==> src/rtl/score_keeper.sv <==
// score_keeper: running score, session high score and life count for the
// asteroid game. Hit events are queued in a small FIFO and processed by a
// three-state FSM (IDLE -> ADD -> BONUS), one hit every three cycles.
module score_keeper #(
    parameter int unsigned SMALL_PTS   = 100,
    parameter int unsigned MED_PTS     = 50,
    parameter int unsigned LARGE_PTS   = 20,
    parameter int unsigned SAUCER_PTS  = 200,
    parameter int unsigned BONUS_STEP  = 10000,
    parameter int unsigned MAX_SCORE   = 999999,
    parameter int unsigned START_LIVES = 3,
    parameter int unsigned MAX_LIVES   = 9,
    parameter int unsigned FIFO_DEPTH  = 4
) (
    input  logic        iClk,
    input  logic        iRst,
    input  logic        iNewGame,
    input  logic        iHitValid,
    input  logic [1:0]  iHitSize,
    output logic        oHitReady,
    input  logic        iLifeLost,
    output logic [19:0] oHexPoints,
    output logic [19:0] oHighScore,
    output logic [3:0]  oLives,
    output logic        oExtraLife,
    output logic        oGameOver
);

    localparam int unsigned PTR_W = $clog2(FIFO_DEPTH);

    localparam logic [PTR_W:0] FULL_COUNT  = (PTR_W + 1)'(FIFO_DEPTH);
    localparam logic [19:0]    SCORE_MAX   = 20'(MAX_SCORE);
    localparam logic [19:0]    STEP        = 20'(BONUS_STEP);
    localparam logic [3:0]     LIVES_MAX   = 4'(MAX_LIVES);
    localparam logic [3:0]     LIVES_START = 4'(START_LIVES);

    typedef enum logic [1:0] {
        IDLE  = 2'd0,
        ADD   = 2'd1,
        BONUS = 2'd2
    } state_t;

    state_t state_q;
    state_t state_d;

    logic [1:0]     fifo_mem [FIFO_DEPTH];
    logic [PTR_W-1:0] wr_ptr;
    logic [PTR_W-1:0] rd_ptr;
    logic [PTR_W:0]   fifo_count;
    logic           fifo_full;
    logic           fifo_empty;

    logic [19:0] hit_pts;
    logic [19:0] threshold;
    logic [20:0] sum_ext;

    logic push;
    logic pop;
    logic award;
    logic life_dec;
    logic life_kill;

    // Point value for a hit size code.
    function automatic logic [19:0] pts_of(input logic [1:0] code);
        case (code)
            2'd0:    pts_of = 20'(SMALL_PTS);
            2'd1:    pts_of = 20'(MED_PTS);
            2'd2:    pts_of = 20'(LARGE_PTS);
            default: pts_of = 20'(SAUCER_PTS);
        endcase
    endfunction

    assign fifo_full  = (fifo_count == FULL_COUNT);
    assign fifo_empty = (fifo_count == '0);
    assign oHitReady  = !fifo_full && !oGameOver;

    // A bonus award happens in BONUS when the score has reached the threshold.
    assign award     = (state_q == BONUS) && (oHexPoints >= threshold);
    assign life_dec  = iLifeLost && !oGameOver && (oLives != '0);
    // Losing the last life only ends the game if no award offsets it.
    assign life_kill = life_dec && (oLives == 4'd1) && !award;

    assign push = iHitValid && oHitReady && !iNewGame && !life_kill;
    assign pop  = (state_q == IDLE) && !fifo_empty && !iNewGame && !life_kill;

    assign sum_ext = {1'b0, oHexPoints} + {1'b0, hit_pts};

    // Hit queue storage and pointers; flushed on reset, new game or game over.
    always_ff @(posedge iClk) begin
        if (iRst || iNewGame || life_kill) begin
            wr_ptr     <= '0;
            rd_ptr     <= '0;
            fifo_count <= '0;
        end else begin
            if (push) begin
                fifo_mem[wr_ptr] <= iHitSize;
                wr_ptr           <= wr_ptr + 1'b1;
            end
            if (pop) begin
                rd_ptr <= rd_ptr + 1'b1;
            end
            case ({push, pop})
                2'b10:   fifo_count <= fifo_count + 1'b1;
                2'b01:   fifo_count <= fifo_count - 1'b1;
                default: fifo_count <= fifo_count;
            endcase
        end
    end

    // Latch the point value of the entry being popped.
    always_ff @(posedge iClk) begin
        if (iRst) begin
            hit_pts <= '0;
        end else if (pop) begin
            hit_pts <= pts_of(fifo_mem[rd_ptr]);
        end
    end

    // FSM state register; game over abandons any in-flight hit.
    always_ff @(posedge iClk) begin
        if (iRst || iNewGame || life_kill) begin
            state_q <= IDLE;
        end else begin
            state_q <= state_d;
        end
    end

    // FSM next-state logic.
    always_comb begin
        state_d = state_q;
        case (state_q)
            IDLE:    if (!fifo_empty) state_d = ADD;
            ADD:     state_d = BONUS;
            BONUS:   state_d = IDLE;
            default: state_d = IDLE;
        endcase
    end

    // Score, high score, bonus threshold, lives and game-over bookkeeping.
    always_ff @(posedge iClk) begin
        if (iRst) begin
            oHexPoints <= '0;
            oHighScore <= '0;
            oLives     <= LIVES_START;
            oExtraLife <= 1'b0;
            oGameOver  <= 1'b0;
            threshold  <= STEP;
        end else if (iNewGame) begin
            oHexPoints <= '0;
            oLives     <= LIVES_START;
            oExtraLife <= 1'b0;
            oGameOver  <= 1'b0;
            threshold  <= STEP;
        end else begin
            oExtraLife <= award;

            if ((state_q == ADD) && !life_kill) begin
                if (sum_ext > {1'b0, SCORE_MAX}) begin
                    oHexPoints <= SCORE_MAX;
                end else begin
                    oHexPoints <= sum_ext[19:0];
                end
            end

            if (award) begin
                threshold <= threshold + STEP;
            end

            if (((state_q == BONUS) && !life_kill) || oGameOver) begin
                if (oHexPoints > oHighScore) begin
                    oHighScore <= oHexPoints;
                end
            end

            // An award and a lost life in the same cycle cancel out.
            if (award && !life_dec) begin
                if (oLives < LIVES_MAX) begin
                    oLives <= oLives + 1'b1;
                end
            end else if (life_dec && !award) begin
                oLives <= oLives - 1'b1;
                if (oLives == 4'd1) begin
                    oGameOver <= 1'b1;
                end
            end
        end
    end

endmodule

==> config.mk <==
export PLATFORM = sky130hd
export DESIGN_NAME = score_keeper
export DESIGN_NICKNAME = d
export VERILOG_FILES = /design/src/rtl/score_keeper.sv
export SDC_FILE = /design/constraint.sdc
export NUM_CORES = 1
export LEC_CHECK = 0
export CAP_MARGIN = 30
export CORE_UTILIZATION = 62
export CTS_BUF_LIST = sky130_fd_sc_hd__clkbuf_8 sky130_fd_sc_hd__clkbuf_16
export DETAILED_ROUTE_END_ITERATION = 12
export PLACE_DENSITY_LB_ADDON = 0.1
export SLEW_MARGIN = 25
export SYNTH_ARGS = -nofsm -noshare
export SYNTH_HDL_FRONTEND = slang
export SYNTH_SLANG_ARGS = --single-unit
==> constraint.sdc <==
create_clock -name iClk -period 5.8 [get_ports iClk]
set_input_delay 1.45 -clock iClk [delete_from_list [all_inputs] [get_ports iClk]]
set_output_delay 1.45 -clock iClk [all_outputs]
set_load 0.01 [all_outputs]
==> summary.md <==
| Metric | Value |
|---|---|
| Clock Pin Slew Worst Setup and Hold Paths | 90 ps |
| Final hold violations | 0 |
| Wirelength, routed | 12600 um |
| DP HPWL | 9430 um |
| Fill cell count | 647 |
| Wire length per cell | 16.5 um |
| GP Congestion | 0.883 |
| YS warnings | 0 |
| Syn avg cell area | 8.72 sq um |
| Syn_nets | 677 |
| Asr flop ratio synth | 0% |
| Grt ovf | 0 |
| Rows | 33 |
| DRC viols | 0 |
| DIE HEIGHT | 94.8 um |
| Root Driver | clkbuf_8 |
| Final ANT Viol Nets | 0 |
| Initial Util | 64.7% |
| Power Total | 1.11 mW |
| Worst Setup End Kind | register |
| Sequential area share after synthesis | 34.1% |
| Min Tclk post-route | 3710 ps |
| Worst VDD drop | 0.165 mV |
| Pwr per Cell Area | 181 mW/mm^2 |
| CTS Hold Bufs | 0 |
| Max Cap Viol | 0 |
| Pin slew with the least headroom to its limit | 762 ps |
| Total Nets Final | 719 |
| Run status | complete, no violations |
| GRT Util Overall | 29.4% |
| Core area | 0.00826 sq mm |
| Worst Path Arrival | 3950 ps |
| Post-synth EDFFs | 8 |
| Max_slew headroom | 49.0% |
| Postcts setup bufs | 0 |
| Maximum root-to-sink buffer count | 2 |
| CP Max Fanout | 10 |
| CTS tree | done |
| Vias in the first global route | 4218 |
| Endpoints failing setup | 0 |
| Io pins | 54 |
| Cells after Synth | 612 |
| CTS sink cnt | 87 |
| Flops & latches, synth | 87 |
| Vias/cell | 6.01 |
| Clock latency on the worst-skew pair | 370 ps |
| Max Slew Vio Count | 0 |
| Cell Area, Synth | 0.00534 sq mm |
| Final TNS setup | 0 ps |
| Diodes inserted | 0 |
| HP Class | reg2reg |
| Setup Skew | 14.0 ps |
| # resized after CTS | 0 |
| Prevailing post-synth register cell | dfxtp_1 |
| Die Width | 94.8 um |
| Netlist cell types | 68 |
| Initial antenna violation count | 0 |
| Pin count of the biggest net entering global routing | 30 |
| Crit path kind | in2reg |
| Global-route wire length before repair | 20400 um |
| Leakage power figure | 2.59 nW |
| Via Count | 4589 |
| Commonest non-fill, non-tap cell in the layout | dfxtp_1 |
| Max Freq | 269 MHz |
| DIE AREA | 0.00899 sq mm |
| Num CTS Buffers | 9 |
| Worst Setup Start Kind | primary input |
| CP required | 6040 ps |
| Tcrit/Tclk final | 64.0% |
| Layout cells sized above 1 | 6.37% |
| Pre-antenna DRT Iters | 4 |
| # port buffers | 53 |
| Area delta synth->final | 14.7% |
| Unrepaired setup endpoints after global routing | false |
| Most frequent cells in the layout | dfxtp_1, nor2_1, ha_1 |
| Initial DRC count | 243 |
| H-tree levels | 3 |
## per-layer routing
layer,wire (um),vias up,GRT usage (%)
met1,5800,2192,38.8
met5,0,-,0
met3,516,15,4.11
met4,178,0,10.7
li1,-,2266,-
met2,6130,116,48.9
## logic make-up after synthesis
kind of cell | Yosys count | synth area share (%)
AND/OR/NAND/NOR | 203 | 19.1
AO/OA/AOI/OAI | 126 | 16.2
flip-flops | 87 | 34.1
buffers and inverters | 78 | 5.77
adder cells (fa/ha/maj) | 58 | 13.9
XOR/XNOR | 30 | 4.92
multiplexers | 30 | 5.98
## critical path, cell delays in order
cell and delay [ps]:
clkdlybuf4s50_1 470, nor4_1 540, o21ai_2 310, inv_1 120, ha_1 180, inv_1 60, fa_1 370, xor2_1 150
nor2_1 120, xnor2_1 130, nor2_1 50
## final timing paths
path	end	slack, ps	start	cells past startpoint
hold / removal	hit_pts[5]	470	hit_pts[5]	2
hold reg to reg	hit_pts[5]	470	hit_pts[5]	2
setup reg to reg	fifo_count[2]	2100	oHexPoints[19]	13
setup / recovery	fifo_count[2]	2090	iNewGame	11
## cell usage after synthesis, drive strengths merged, types with 3 or more instances
cell    number  area [sq um]
a211oi       7          57.6
xor2         6          52.6
nor4         7          58.8
a21o         8          60.1
o21a         4          30.0
edfxtp       8           240
o21ai       25           133
o211ai       6          50.1
nor2        73           277
nand3       20           110
inv         53           199
a31o         3          26.3
a41oi        4          35.0
dfxtp       79          1580
nand2b       3          18.8
a31oi        8          50.1
nor3         7          35.0
nand2       35           131
nand4b       3          26.3
mux2i       27           270
and3        15          95.1
xnor2       24           210
nand4       12          75.1
or3          5          31.3
ha          56           701
and2         6          37.5
a21oi       37           189
a211o        3          26.3
buf         13          63.8
nor2b        5          31.3
clkbuf      12          45.0
or2          3          18.8
## power by group
| part | internal [mW] | total, mW | leakage [nW] | switching [mW] |
|---|---|---|---|---|
| Clock | 0.213 | 0.443 | 0.103 | 0.230 |
| Combinational | 0.0203 | 0.0534 | 1.77 | 0.0330 |
| Sequential | 0.609 | 0.614 | 0.709 | 0.00463 |
## sequential cells by signal (all words and copies together) (netlist names), named ones only
| signal | cells |
|---|---|
| threshold | 16 |
| oLives | 4 |
| fifo_count | 3 |
| oExtraLife | 1 |
| hit_pts | 6 |
| oHexPoints | 20 |
| oGameOver | 1 |
| oHighScore | 20 |
| rd_ptr | 2 |
| state_q | 2 |
| wr_ptr | 2 |
| fifo_mem | 8 |
## final cells by class
type | instances | area [sq um] | share of cell area (%)
Clock buffer | 10 | 138 | 2.25
Clock inverter | 6 | 68.8 | 1.12
Sequential cell | 87 | 1820 | 29.8
Tap cell | 105 | 131 | 2.15
Inverter | 53 | 199 | 3.25
Multi-Input combinational cell | 447 | 3220 | 52.5
Timing Repair Buffer | 56 | 548 | 8.95
## stage by stage
stage	hold slack, ps	instances	cell area (sq um)	utilization, %	setup slack, ps
floorplan	436	612	5340	-	2430
detailed placement	460	748	5920	71.7	1700
finish	470	764	6120	74.1	2090
global placement	456	748	5920	71.7	1780
CTS	471	764	6130	74.2	2080
global route	501	764	6120	74.1	1800
(Power assumes the default switching activity.)
